[src/rtl/movegen_piece_iter_if.sv]
// Board-load bus, iteration control and record stream of movegen_piece_iter.
// slave: the iterator; master: board loader / record consumer side.
interface movegen_piece_iter_if #(
    parameter int DEPTH = 16,
    parameter int CNT_W = $clog2(DEPTH + 1)
);
    logic             in_pos_valid;
    logic             in_pos_sop;
    logic             in_pos_eop;
    logic [3:0]       in_pos_data;
    logic             in_wtp;
    logic             start;
    logic             o_valid;
    logic             o_ready;
    logic [2:0]       o_piece;
    logic [2:0]       o_rank;
    logic [2:0]       o_file;
    logic             o_sop;
    logic             o_eop;
    logic             o_done;
    logic [CNT_W-1:0] o_count;
    logic             busy;
    logic             overflow;

    modport slave (
        input  in_pos_valid, in_pos_sop, in_pos_eop, in_pos_data, in_wtp, start, o_ready,
        output o_valid, o_piece, o_rank, o_file, o_sop, o_eop, o_done, o_count, busy, overflow
    );

    modport master (
        output in_pos_valid, in_pos_sop, in_pos_eop, in_pos_data, in_wtp, start, o_ready,
        input  o_valid, o_piece, o_rank, o_file, o_sop, o_eop, o_done, o_count, busy, overflow
    );
endinterface

[src/rtl/movegen_piece_iter.sv]
// Piece iterator: captures per-colour piece lists from the serial board load
// and streams the side-to-play's pieces as {piece, rank, file} records.
// Optional macro MOVEGEN_PIECE_ITER_KINGFIRST_EN: kings live in dedicated
// registers and are always emitted first.
module movegen_piece_iter #(
    parameter int DEPTH = 16,
    parameter int CNT_W = $clog2(DEPTH + 1)
) (
    input  logic                 clk,
    input  logic                 rst,
    movegen_piece_iter_if.slave  bus
);
    localparam int PTR_W = $clog2(DEPTH);

    typedef enum logic [1:0] {S_IDLE, S_LOAD, S_LOADED, S_ITER} state_t;

    state_t           state_q, state_d;
    logic [5:0]       sq_idx_q, sq_idx_d;
    logic [CNT_W-1:0] cnt_w_q, cnt_w_d, cnt_b_q, cnt_b_d;
    logic             ovf_q, ovf_d;
    logic             side_q, side_d;
    logic [CNT_W-1:0] rd_ptr_q, rd_ptr_d;
    logic [CNT_W-1:0] rem_q, rem_d;
    logic             o_valid_q, o_valid_d;
    logic [2:0]       o_piece_q, o_piece_d, o_rank_q, o_rank_d, o_file_q, o_file_d;
    logic             o_sop_q, o_sop_d, o_eop_q, o_eop_d, o_done_q, o_done_d;
    logic [CNT_W-1:0] o_count_q, o_count_d;
    logic             busy_q, busy_d;
`ifdef MOVEGEN_PIECE_ITER_KINGFIRST_EN
    logic             wking_vld_q, wking_vld_d, bking_vld_q, bking_vld_d;
    logic [8:0]       wking_q, wking_d, bking_q, bking_d;
`endif

    // Stores hold {piece, square index}; unwritten slots are never read.
    logic [8:0]       wmem_q [DEPTH];
    logic [8:0]       bmem_q [DEPTH];
    logic             wr_w, wr_b;
    logic [PTR_W-1:0] wr_ptr;
    logic [8:0]       wr_rec;

    logic             rd_side;
    logic [PTR_W-1:0] rd_idx;
    logic [8:0]       rd_rec;

    logic             beat_sop, take_beat, beat_white;
    logic [2:0]       beat_piece;
    logic [5:0]       beat_idx;
    logic [CNT_W-1:0] cur_cnt;
    logic [CNT_W:0]   tot;
    logic [8:0]       rec;

    // Store read port: entry 0 of the requested side at start, else the iteration pointer.
    always_comb begin
        rd_side = (state_q == S_ITER) ? side_q : bus.in_wtp;
        rd_idx  = (state_q == S_ITER) ? rd_ptr_q[PTR_W-1:0] : '0;
        rd_rec  = rd_side ? wmem_q[rd_idx] : bmem_q[rd_idx];
    end

    // Next-state logic: load beats take priority over start and record handshakes.
    always_comb begin
        state_d   = state_q;
        sq_idx_d  = sq_idx_q;
        cnt_w_d   = cnt_w_q;
        cnt_b_d   = cnt_b_q;
        ovf_d     = ovf_q;
        side_d    = side_q;
        rd_ptr_d  = rd_ptr_q;
        rem_d     = rem_q;
        o_valid_d = o_valid_q;
        o_piece_d = o_piece_q;
        o_rank_d  = o_rank_q;
        o_file_d  = o_file_q;
        o_sop_d   = o_sop_q;
        o_eop_d   = o_eop_q;
        o_done_d  = 1'b0;
        o_count_d = o_count_q;
`ifdef MOVEGEN_PIECE_ITER_KINGFIRST_EN
        wking_vld_d = wking_vld_q;
        bking_vld_d = bking_vld_q;
        wking_d     = wking_q;
        bking_d     = bking_q;
`endif
        wr_w       = 1'b0;
        wr_b       = 1'b0;
        wr_ptr     = '0;
        wr_rec     = '0;
        cur_cnt    = '0;
        tot        = '0;
        rec        = rd_rec;
        beat_sop   = bus.in_pos_valid & bus.in_pos_sop;
        take_beat  = bus.in_pos_valid & (beat_sop | (state_q == S_LOAD));
        beat_idx   = beat_sop ? 6'd0 : sq_idx_q;
        beat_white = bus.in_pos_data[3];
        beat_piece = bus.in_pos_data[2:0];

        if (take_beat) begin
            if (beat_sop) begin
                // A new load aborts any iteration without a done pulse.
                state_d   = S_LOAD;
                cnt_w_d   = '0;
                cnt_b_d   = '0;
                ovf_d     = 1'b0;
                o_valid_d = 1'b0;
                o_sop_d   = 1'b0;
                o_eop_d   = 1'b0;
`ifdef MOVEGEN_PIECE_ITER_KINGFIRST_EN
                wking_vld_d = 1'b0;
                bking_vld_d = 1'b0;
`endif
            end
            sq_idx_d = beat_idx + 6'd1;
            if (beat_piece != 3'd0) begin
`ifdef MOVEGEN_PIECE_ITER_KINGFIRST_EN
                if (beat_piece == 3'd1) begin
                    if (beat_white) begin
                        if (wking_vld_d) ovf_d = 1'b1;
                        wking_vld_d = 1'b1;
                        wking_d     = {beat_piece, beat_idx};
                    end else begin
                        if (bking_vld_d) ovf_d = 1'b1;
                        bking_vld_d = 1'b1;
                        bking_d     = {beat_piece, beat_idx};
                    end
                end else
`endif
                begin
                    cur_cnt = beat_white ? cnt_w_d : cnt_b_d;
                    if (cur_cnt == CNT_W'(DEPTH)) begin
                        ovf_d = 1'b1;
                    end else begin
                        wr_ptr = cur_cnt[PTR_W-1:0];
                        wr_rec = {beat_piece, beat_idx};
                        if (beat_white) begin
                            wr_w    = 1'b1;
                            cnt_w_d = cur_cnt + CNT_W'(1);
                        end else begin
                            wr_b    = 1'b1;
                            cnt_b_d = cur_cnt + CNT_W'(1);
                        end
                    end
                end
            end
            if (bus.in_pos_eop) state_d = S_LOADED;
        end else if (state_q == S_LOADED && bus.start) begin
            side_d = bus.in_wtp;
            tot    = {1'b0, bus.in_wtp ? cnt_w_q : cnt_b_q};
            rd_ptr_d = CNT_W'(1);
`ifdef MOVEGEN_PIECE_ITER_KINGFIRST_EN
            if (bus.in_wtp ? wking_vld_q : bking_vld_q) begin
                tot      = tot + (CNT_W+1)'(1);
                rec      = bus.in_wtp ? wking_q : bking_q;
                rd_ptr_d = '0;
            end
`endif
            o_count_d = CNT_W'(tot);
            if (tot == '0) begin
                o_done_d = 1'b1;
            end else begin
                state_d   = S_ITER;
                o_valid_d = 1'b1;
                o_sop_d   = 1'b1;
                o_eop_d   = (tot == (CNT_W+1)'(1));
                rem_d     = CNT_W'(tot - (CNT_W+1)'(1));
                o_piece_d = rec[8:6];
                o_rank_d  = rec[5:3];
                o_file_d  = rec[2:0];
            end
        end else if (state_q == S_ITER && o_valid_q && bus.o_ready) begin
            if (o_eop_q) begin
                state_d   = S_LOADED;
                o_valid_d = 1'b0;
                o_sop_d   = 1'b0;
                o_eop_d   = 1'b0;
                o_done_d  = 1'b1;
            end else begin
                rd_ptr_d  = rd_ptr_q + CNT_W'(1);
                rem_d     = rem_q - CNT_W'(1);
                o_sop_d   = 1'b0;
                o_eop_d   = (rem_q == CNT_W'(1));
                o_piece_d = rec[8:6];
                o_rank_d  = rec[5:3];
                o_file_d  = rec[2:0];
            end
        end

        busy_d = (state_d == S_LOAD) || (state_d == S_ITER);
    end

    // Control and output registers.
    always_ff @(posedge clk or posedge rst) begin
        if (rst) begin
            state_q   <= S_IDLE;
            sq_idx_q  <= '0;
            cnt_w_q   <= '0;
            cnt_b_q   <= '0;
            ovf_q     <= 1'b0;
            side_q    <= 1'b0;
            rd_ptr_q  <= '0;
            rem_q     <= '0;
            o_valid_q <= 1'b0;
            o_piece_q <= '0;
            o_rank_q  <= '0;
            o_file_q  <= '0;
            o_sop_q   <= 1'b0;
            o_eop_q   <= 1'b0;
            o_done_q  <= 1'b0;
            o_count_q <= '0;
            busy_q    <= 1'b0;
`ifdef MOVEGEN_PIECE_ITER_KINGFIRST_EN
            wking_vld_q <= 1'b0;
            bking_vld_q <= 1'b0;
            wking_q     <= '0;
            bking_q     <= '0;
`endif
        end else begin
            state_q   <= state_d;
            sq_idx_q  <= sq_idx_d;
            cnt_w_q   <= cnt_w_d;
            cnt_b_q   <= cnt_b_d;
            ovf_q     <= ovf_d;
            side_q    <= side_d;
            rd_ptr_q  <= rd_ptr_d;
            rem_q     <= rem_d;
            o_valid_q <= o_valid_d;
            o_piece_q <= o_piece_d;
            o_rank_q  <= o_rank_d;
            o_file_q  <= o_file_d;
            o_sop_q   <= o_sop_d;
            o_eop_q   <= o_eop_d;
            o_done_q  <= o_done_d;
            o_count_q <= o_count_d;
            busy_q    <= busy_d;
`ifdef MOVEGEN_PIECE_ITER_KINGFIRST_EN
            wking_vld_q <= wking_vld_d;
            bking_vld_q <= bking_vld_d;
            wking_q     <= wking_d;
            bking_q     <= bking_d;
`endif
        end
    end

    // Piece stores, written in load order.
    always_ff @(posedge clk) begin
        if (wr_w) wmem_q[wr_ptr] <= wr_rec;
        if (wr_b) bmem_q[wr_ptr] <= wr_rec;
    end

    assign bus.o_valid  = o_valid_q;
    assign bus.o_piece  = o_piece_q;
    assign bus.o_rank   = o_rank_q;
    assign bus.o_file   = o_file_q;
    assign bus.o_sop    = o_sop_q;
    assign bus.o_eop    = o_eop_q;
    assign bus.o_done   = o_done_q;
    assign bus.o_count  = o_count_q;
    assign bus.busy     = busy_q;
    assign bus.overflow = ovf_q;
endmodule

[src/flat_wrapper.sv]
// flat-port wrapper written by rule: the top's interface ports become plain ports
module movegen_piece_iter_flat 
#(
    parameter int DEPTH = 16,
    parameter int CNT_W = $clog2(DEPTH + 1)
)
  (clk, rst, bus_in_pos_valid, bus_in_pos_sop, bus_in_pos_eop, bus_in_pos_data, bus_in_wtp, bus_start, bus_o_ready, bus_o_valid, bus_o_piece, bus_o_rank, bus_o_file, bus_o_sop, bus_o_eop, bus_o_done, bus_o_count, bus_busy, bus_overflow);
  movegen_piece_iter_if #(.DEPTH(DEPTH), .CNT_W(CNT_W)) bus_i ();
  input  logic clk;
  input  logic rst;
  input wire logic [$bits(bus_i.in_pos_valid)-1:0] bus_in_pos_valid;
  input wire logic [$bits(bus_i.in_pos_sop)-1:0] bus_in_pos_sop;
  input wire logic [$bits(bus_i.in_pos_eop)-1:0] bus_in_pos_eop;
  input wire logic [$bits(bus_i.in_pos_data)-1:0] bus_in_pos_data;
  input wire logic [$bits(bus_i.in_wtp)-1:0] bus_in_wtp;
  input wire logic [$bits(bus_i.start)-1:0] bus_start;
  input wire logic [$bits(bus_i.o_ready)-1:0] bus_o_ready;
  output wire logic [$bits(bus_i.o_valid)-1:0] bus_o_valid;
  output wire logic [$bits(bus_i.o_piece)-1:0] bus_o_piece;
  output wire logic [$bits(bus_i.o_rank)-1:0] bus_o_rank;
  output wire logic [$bits(bus_i.o_file)-1:0] bus_o_file;
  output wire logic [$bits(bus_i.o_sop)-1:0] bus_o_sop;
  output wire logic [$bits(bus_i.o_eop)-1:0] bus_o_eop;
  output wire logic [$bits(bus_i.o_done)-1:0] bus_o_done;
  output wire logic [$bits(bus_i.o_count)-1:0] bus_o_count;
  output wire logic [$bits(bus_i.busy)-1:0] bus_busy;
  output wire logic [$bits(bus_i.overflow)-1:0] bus_overflow;
  assign bus_i.in_pos_valid = bus_in_pos_valid;
  assign bus_i.in_pos_sop = bus_in_pos_sop;
  assign bus_i.in_pos_eop = bus_in_pos_eop;
  assign bus_i.in_pos_data = bus_in_pos_data;
  assign bus_i.in_wtp = bus_in_wtp;
  assign bus_i.start = bus_start;
  assign bus_i.o_ready = bus_o_ready;
  assign bus_o_valid = bus_i.o_valid;
  assign bus_o_piece = bus_i.o_piece;
  assign bus_o_rank = bus_i.o_rank;
  assign bus_o_file = bus_i.o_file;
  assign bus_o_sop = bus_i.o_sop;
  assign bus_o_eop = bus_i.o_eop;
  assign bus_o_done = bus_i.o_done;
  assign bus_o_count = bus_i.o_count;
  assign bus_busy = bus_i.busy;
  assign bus_overflow = bus_i.overflow;
  movegen_piece_iter #(.DEPTH(DEPTH), .CNT_W(CNT_W)) u_core (.clk(clk), .rst(rst), .bus(bus_i));
endmodule
[config.mk]
export PLATFORM = sky130hd
export DESIGN_NAME = movegen_piece_iter_flat
export DESIGN_NICKNAME = d
export VERILOG_FILES = /design/src/rtl/movegen_piece_iter_if.sv /design/src/rtl/movegen_piece_iter.sv /design/src/flat_wrapper.sv
export SDC_FILE = /design/constraint.sdc
export NUM_CORES = 1
export LEC_CHECK = 0
export CAP_MARGIN = 30
export CORE_MARGIN = 2
export CORE_UTILIZATION = 40
export CTS_BUF_LIST = sky130_fd_sc_hd__clkbuf_2 sky130_fd_sc_hd__clkbuf_4 sky130_fd_sc_hd__clkbuf_8
export DETAILED_ROUTE_END_ITERATION = 8
export PLACE_DENSITY = 0.67
export RECOVER_POWER = 25
export SLEW_MARGIN = 20
export SYNTH_ARGS = -nofsm -noshare
export SYNTH_HDL_FRONTEND = slang
export SYNTH_SLANG_ARGS = --single-unit
export TNS_END_PERCENT = 1
[constraint.sdc]
create_clock -name clk -period 4.3 [get_ports clk]
set_clock_uncertainty 0.15 [all_clocks]
set_input_delay 0.645 -clock clk [delete_from_list [all_inputs] [get_ports clk]]
set_output_delay 0.645 -clock clk [all_outputs]
set_load 0.01 [all_outputs]
==> impl_results.md, run 1 <==
* Yosys top cell by area: edfxtp_1
* Post-synth EDFFs at 288
* Hold Violations, Final at 0
* Final setup violation count at 0
* Row count at approximately 70
* CTS Hold Bufs at 0
* CP startpoint: bus_in_pos_data[3]
* Worst hold path type: register to register
* Mapped Nets at between 1000 and 1500
* Hold WS at 0.345 ns
* Hold_sp: u_core.bus.o_sop$_DFFE_PP0P_
* CP required at roughly 4.4 ns
* Library cells used by synthesis at 55
* Fillers at 3135
* WL final at 35.3 mm
* CP arrival at ~3.9 ns
* Sequential share of the synthesized area at 68.3%
* Sw frac at 29.5%
* Worst-path clk slew at 0.06 ns
* Setup_tns at 0 ns
* Sequential power share at 48.1%
* Async S/R FF share, synth at about 14%
* Layout cell share with drive strength beyond 1 at about 16%
* Psw at 2450 uW
* Clock sink total at 336
* Area taken by multi-input logic gates at 4160 sq um
* Worst-path fanout max at 10
* Core area at 35600 sq um
* Chip height at 194 microns
* HPWL Detailed at 22.2 mm
* Wire per inst at 21.7 microns
* Cell-internal power at 5850 uW
* I/O pin count at 32
* Slew headroom at 19.7%
* Critical path class: input pin to register
* Clock Latency Late Sink at 0.58 ns
* TritonCTS clock tree: built
* Initial antenna violation count at 0
* Number of global-route vias before repair at 8831
* Unrepaired setup endpoints after global routing: false
* Yosys warning count at 0
* Via-to-Cell Ratio at 5.59
* Initial DRC count at between 900 and 1000
* Reg2reg start: u_core.state_q[1]$_DFF_PP0_
* Peak supply drop at roughly 0.0003 V
* Fin. max-slew vios at 0
* RD Place Congestion at a little over 0.9
* Die area at roughly 38000 sq um
* Area Overhead vs Synth at 14.0%
* Top cells by area in the synthesized netlist: edfxtp_1 60%, dfrtp_1 8.3%, mux2i_1 5.1%
* Clock share of power at 31.6%
* Final Cycle Share at roughly 87%
* Synthesized flop and latch total at around 340
* # nets final at 1142
* All-Layer GR Usage at 18.4%
* Status: complete, no violations
* CTS root buffer: clkbuf_8
* CTS Buf Count at 52
* Routed Antenna Nets at 0
* Port Buffers at 31
* DRC violations left at 0
* Critical Path Sink Type: register
* Mapped cell area at 14400 sq um
* Final Critical Period at 3.76 ns
* Post-Syn Area per Cell at between 10 and 15 sq um
* First-pass GRT wire length at approximately 53 mm
* Horiz. Die Dim at 194 microns
* Fmax at approximately 270 MHz
* MaxCap Viol Count at 0
* CP Launch Type: input pin
* Post-CTS Resized at 0
* Antenna Diode Count at 0
* Cells after Synth at 1039
* Top FF cell, synth: edfxtp_1
* Post-synth top area share at 60.0%
* Vias post-DR at just over 9000
* Setup Buffers After CTS at 0
* Combinational share of power at approximately 20%
* Slew @ Worst Pin at ~1.2 ns
* Static Leak at 0.00579 uW
* Pre-Repair DR Iteration Count at 5
* Clock Path Buffers at 3
* Register Area at between 9000 and 10000 sq um
* Largest net degree at the start of global routing at roughly 60
* Grt total ovfl at 0
* H-tree depth at 2
* Initial Util at 40.6%
* P per Cell Area at 505 nW/um^2
==> sequential cells by signal (all words and copies together) (netlist names), 2 cells and up <==
name	cells
u_core.cnt_w_q	5
u_core.sq_idx_q	6
u_core.rd_ptr_q	4
u_core.bus.o_file	3
u_core.cnt_b_q	5
u_core.rem_q	5
u_core.bus.o_count	5
u_core.wmem_q	144
u_core.bus.o_piece	3
u_core.bus.o_rank	3
u_core.state_q	2
u_core.bmem_q	144
==> kinds of logic after synthesis <==
| family | after synthesis | share of synthesized area, % |
|---|---|---|
| compound gates | 241 | 10.3 |
| buf+inv | 76 | 2.78 |
| flops | 336 | 68.3 |
| mux | 101 | 8.02 |
| simple gates | 264 | 9.11 |
| xor+xnor | 12 | 0.729 |
| fa+ha+maj | 9 | 0.781 |
==> per-stage QoR <==
stage | std cells | utilization [%] | setup slack (ns) | total power, uW | area, sq um
floorplan | 1039 | - | 1.16 | 5190 | 14400
global placement | 1526 | 43.3 | 0.439 | 5740 | 15400
detailed placement | 1527 | 43.4 | 0.364 | 5770 | 15400
CTS | 1624 | 46.3 | 0.981 | 8390 | 16500
global route | 1625 | 46.2 | 0.384 | 8680 | 16400
finish | 1625 | 46.2 | 0.540 | 8310 | 16400
==> critical path, stage by stage <==
cell and delay, ns:
dlygate4sd3_1 0.78, mux2_2 0.38, and2_0 0.20, inv_1 0.14, ha_1 0.21, nand4_1 0.13
clkbuf_1 0.26, nand3_1 0.12, clkbuf_1 0.59, nor2_1 0.11, clkbuf_1 0.30
==> power by group through the flow <==
| stage | registers, uW | logic (uW) | clock network [uW] |
|---|---|---|---|
| final | 3990 | 1690 | 2620 |
| after global routing | 4020 | 1840 | 2820 |
| after CTS | 3990 | 1720 | 2680 |
| after detailed placement | 4060 | 1710 | 0 |
| after global placement | 4050 | 1680 | 0 |
| after floorplan | 3890 | 1300 | 0 |
==> cell usage in the layout, fill, tap and decap left out, types with 23 or more instances in the layout <==
cell and instances:
edfxtp_1 288, nor2_1 98, a21oi_1 79, mux2i_1 74
o21ai_0 61, clkbuf_8 54, buf_4 54, nand2_1 48
dfrtp_1 45, clkbuf_4 29, a31oi_1 27, dlygate4sd3_1 23
==> final cells by class <==
cell class / count / share of cell area, %
Sequential cell: 336 / 59.9
Tap cell: 461 / 3.51
Clock buffer: 83 / 5.84
Clock inverter: 14 / 0.472
Timing Repair Buffer: 95 / 4.75
Inverter: 9 / 0.205
Multi-Input combinational cell: 627 / 25.3
==> worst paths after layout <==
check | endpoint | slack (ns) | cells past startpoint
max | u_core.bmem_q[7][1]$_DFFE_PP_ | 0.54 | 11
min | u_core.bus.o_sop$_DFFE_PP0P_ | 0.34 | 1
max reg2reg | u_core.bus.o_file[2]$_DFFE_PP0P_ | 0.96 | 7
min reg2reg | u_core.bus.o_sop$_DFFE_PP0P_ | 0.34 | 1
max in group asynchronous | u_core.rd_ptr_q[0]$_DFFE_PP0P_ | 1.62 | 3
min in group asynchronous | u_core.sq_idx_q[1]$_DFFE_PP0P_ | 0.67 | 2
==> metal layers <==
| layer | wire length, microns | GRT usage [%] | vias to the layer above |
|---|---|---|---|
| met1 | 14700 | 25.1 | 4448 |
| met4 | 924 | 6.43 | 0 |
| met3 | 2880 | 3.30 | 59 |
| met5 | 0 | 0 | - |
| met2 | 16700 | 29.7 | 416 |
| li1 | - | - | 4162 |
==> synthesized netlist by cell type, drive strengths merged (2+ instances only) <==
cell       n
a211oi    12
a21oi     79
a22o       4
a22oi      3
a2bb2oi    2
a31o       2
a31oi     27
and2      11
and3      14
and3b      2
buf       48
clkbuf    19
dfrtp     48
edfxtp   288
ha         9
inv        9
mux2      17
mux2i     74
mux4      10
nand2     50
nand2b    10
nand3     20
nand3b     3
nand4      6
nor2      98
nor2b     18
nor3       3
nor3b     17
o211ai     3
o21a       3
o21ai     62
o221a      8
o221ai    16
o22ai     13
o311ai     2
or3        2
or4        8
xnor2      2
xor2      10
Power figures use the tool's default switching activity.
==> inputs of run 2 (changes only) <==
==> constraint.sdc (replaced) <==
create_clock -name clk -period 4.6 [get_ports clk]
set_clock_uncertainty 0.15 [all_clocks]
set_input_delay 0.69 -clock clk [delete_from_list [all_inputs] [get_ports clk]]
set_output_delay 0.69 -clock clk [all_outputs]
set_load 0.01 [all_outputs]
==> impl_results.md, run 2 (synthesis results as in run 1) <==
* CTS Buf Count at 53 (+1.9%)
* FF-to-FF setup slack at 1.03 ns (+0.07 ns)
* Chip height at 194 microns (unchanged)
* Worst-path clk slew at 0.06 ns (about the same)
* Post-CTS Resized at 0 (unchanged)
* Post-place setup slack at 0.532 ns (+0.169 ns)
* Commonest non-fill, non-tap cell in the layout: edfxtp_1
* Reg2reg start: u_core.rd_ptr_q[0]$_DFFE_PP0P_
* R2r endpoint: u_core.bus.o_piece[2]$_DFFE_PP0P_
* Worst-path fanout max at 10 (unchanged)
* P per Cell Area at 473 nW/um^2 (-6.4%)
* Area Overhead vs Synth at 13.6%
* CTS Hold Bufs at 0 (unchanged)
* H-tree depth at 2 (unchanged)
* Horiz. Die Dim at 194 microns (unchanged)
* Pre-Repair DR Iteration Count at 5 (unchanged)
* Final Critical Period at around 3.7 ns
* Worst hold path type: register to register
* Core area at 35600 sq um (unchanged)
* Status: complete, no violations
* CP startpoint: bus_in_pos_sop
* Initial Util at 40.6% (unchanged)
* Unrepaired setup endpoints after global routing: false
* Fin. max-slew vios at 0 (unchanged)
* Critical Path Sink Type: register
* Routed Antenna Nets at 0 (unchanged)
* Grt total ovfl at 0 (unchanged)
* Initial DRC count at 817 (-13%)
* Layout Utilization at 46.1% (-0.19 points)
* Commonest non-fill, non-tap cells in the layout: 288 x edfxtp_1, 97 x nor2_1, 79 x a21oi_1, 74 x mux2i_1, 61 x o21ai_0
* I/O pin count at 32 (unchanged)
* Total power at 7740 uW (-6.8%)
* Wire per inst at 21.2 microns (-2.2%)
* Slew headroom at 1.42% (-18 points)
* CP max stage delay at 0.66 ns (-0.12 ns)
* CP required at 4.65 ns (+0.24 ns)
* Number of global-route vias before repair at 8795 (-0.41%)
* Setup_tns at 0 ns (unchanged)
* Fmax at 268 MHz
* Row count at 69 (unchanged)
* Die area at 37600 sq um (unchanged)
* Layout cell share with drive strength beyond 1 at 15.6% (-0.87 points)
* DRC violations left at 0 (unchanged)
* Final Cycle Share at 81.1%
* Top Registers: u_core.bmem_q x144, u_core.wmem_q x144, u_core.sq_idx_q x6
* Peak supply drop at 0.000311 V (+2.1%)
* Antenna Diode Count at 0 (unchanged)
* Reg2Reg Depth at 5 (-2)
* All-Layer GR Usage at 18.0% (-0.34 points)
* HPWL Detailed at 21.3 mm (-3.9%)
* Initial antenna violation count at 0 (unchanged)
* Clock Path Buffers at 3 (unchanged)
* Clock Latency Late Sink at 0.59 ns (about the same)
* Clock sink total at 336 (unchanged)
* Worst Setup EP: u_core.bmem_q[0][2]$_DFFE_PP_
* Slew @ Worst Pin at 1.48 ns (+0.275 ns)
* Port Buffers at 31 (unchanged)
* Largest net degree at the start of global routing at 69 (+13%)
* Vias post-DR at 8999 (-0.95%)
* RD Place Congestion at 0.874 (-4.4%)
* Slowest cell on crit path: nor2_1
* Final setup violation count at 0 (unchanged)
* Hold Violations, Final at 0 (unchanged)
* Setup Buffers After CTS at 0 (unchanged)
* # nets final at 1132 (-0.88%)
* Buffer and inverter count on the worst path at 3 (-2)
* CP delay by family, top: simple AND/OR/NAND/NOR gates
* Via-to-Cell Ratio at 5.58 (-0.21%)
* Crit. path cell count at 9 (-2)
* CP Launch Type: input pin
* WL final at 34.3 mm (-2.9%)
* Critical path class: input pin to register
* Final setup margin at 0.869 ns (+0.329 ns)
* First-pass GRT wire length at 52.2 mm (-1.2%)
* CTS root buffer: clkbuf_8
* MaxCap Viol Count at 0 (unchanged)
* CP arrival at 3.78 ns (-0.09 ns)
* Static Leak at 0.00574 uW (-0.73%)
* TritonCTS clock tree: built
* Crit-path cells: dlygate4sd3_1 -> and2_0 -> nor2_1 -> inv_1 -> ha_1 -> nand4_1 -> clkbuf_1 -> nand4_1 -> nor2_1
run 2: changes by cell type in the layout (fill, tap and decap cells not counted), moves of 2 or more:
cell      previous run  this run
clkbuf_4            29        16
buf_4               54        44
clkbuf_8            54        60
clkinv_2             4         9
clkinv_1             6        10
clkbuf_1             6         3
and2_0               3         1
and2_1               8        10
buf_8                0         2
run 2: worst min path at each step:
| stage | start | cells past startpoint | end | slack, ns |
|---|---|---|---|---|
| 2_1_floorplan | u_core.sq_idx_q[0]$_DFFE_PP0P_ | 1 | u_core.sq_idx_q[0]$_DFFE_PP0P_ | 0.31 |
| 3_3_place_gp | u_core.bus.overflow$_DFFE_PP0P_ | 2 | u_core.bus.overflow$_DFFE_PP0P_ | 0.33 |
| 3_5_place_dp | u_core.bus.overflow$_DFFE_PP0P_ | 2 | u_core.bus.overflow$_DFFE_PP0P_ | 0.33 |
| 4_1_cts | rst | 2 | u_core.cnt_w_q[3]$_DFFE_PP0P_ | 0.31 |
| 5_1_grt | u_core.side_q$_DFFE_PP0P_ | 1 | u_core.side_q$_DFFE_PP0P_ | 0.38 |
| 6_report | u_core.bus.overflow$_DFFE_PP0P_ | 2 | u_core.bus.overflow$_DFFE_PP0P_ | 0.34 |
run 2: metal layers:
layer | GRT usage (%) | routed length, microns | vias up
li1 | - | - | 4133
met1 | 24.4 | 14500 | 4446
met2 | 28.4 | 15900 | 344
met3 | 4.37 | 2700 | 76
met4 | 6.90 | 1140 | 0
met5 | 0 | 0 | -
run 2: layout make-up:
class	count	area [sq um]
multi-input combinational	627	4170
inverter	9	33.8
clock buffer	76	946
clock inverter	20	90.1
timing repair buffer	84	717
fill	3138	19200
sequential	336	9850
tap	461	577
run 2: power by group:
part | total, uW | leakage, uW | internal, uW | switching, uW
registers | 3750 | 0.00332 | 3460 | 286
clock network | 2430 | 0.000556 | 1320 | 1120
logic | 1560 | 0.00187 | 671 | 888
run 2: worst reg2reg max path, cell delays in order (launching register included):
cell      delay (ns)
dfrtp_2         1.34
nand2_2         0.59
o221ai_1        0.50
a21oi_1         0.15
or4_1           0.58
a31oi_1         0.18
run 2: per-stage QoR:
step / instance area (sq um) / hold slack [ns] / instances
finish: 16400 / 0.337 / 1613
global route: 16400 / 0.383 / 1613
CTS: 16400 / 0.309 / 1612
detailed placement: 15400 / 0.334 / 1516
global placement: 15300 / 0.330 / 1515
floorplan: 14400 / 0.309 / 1039
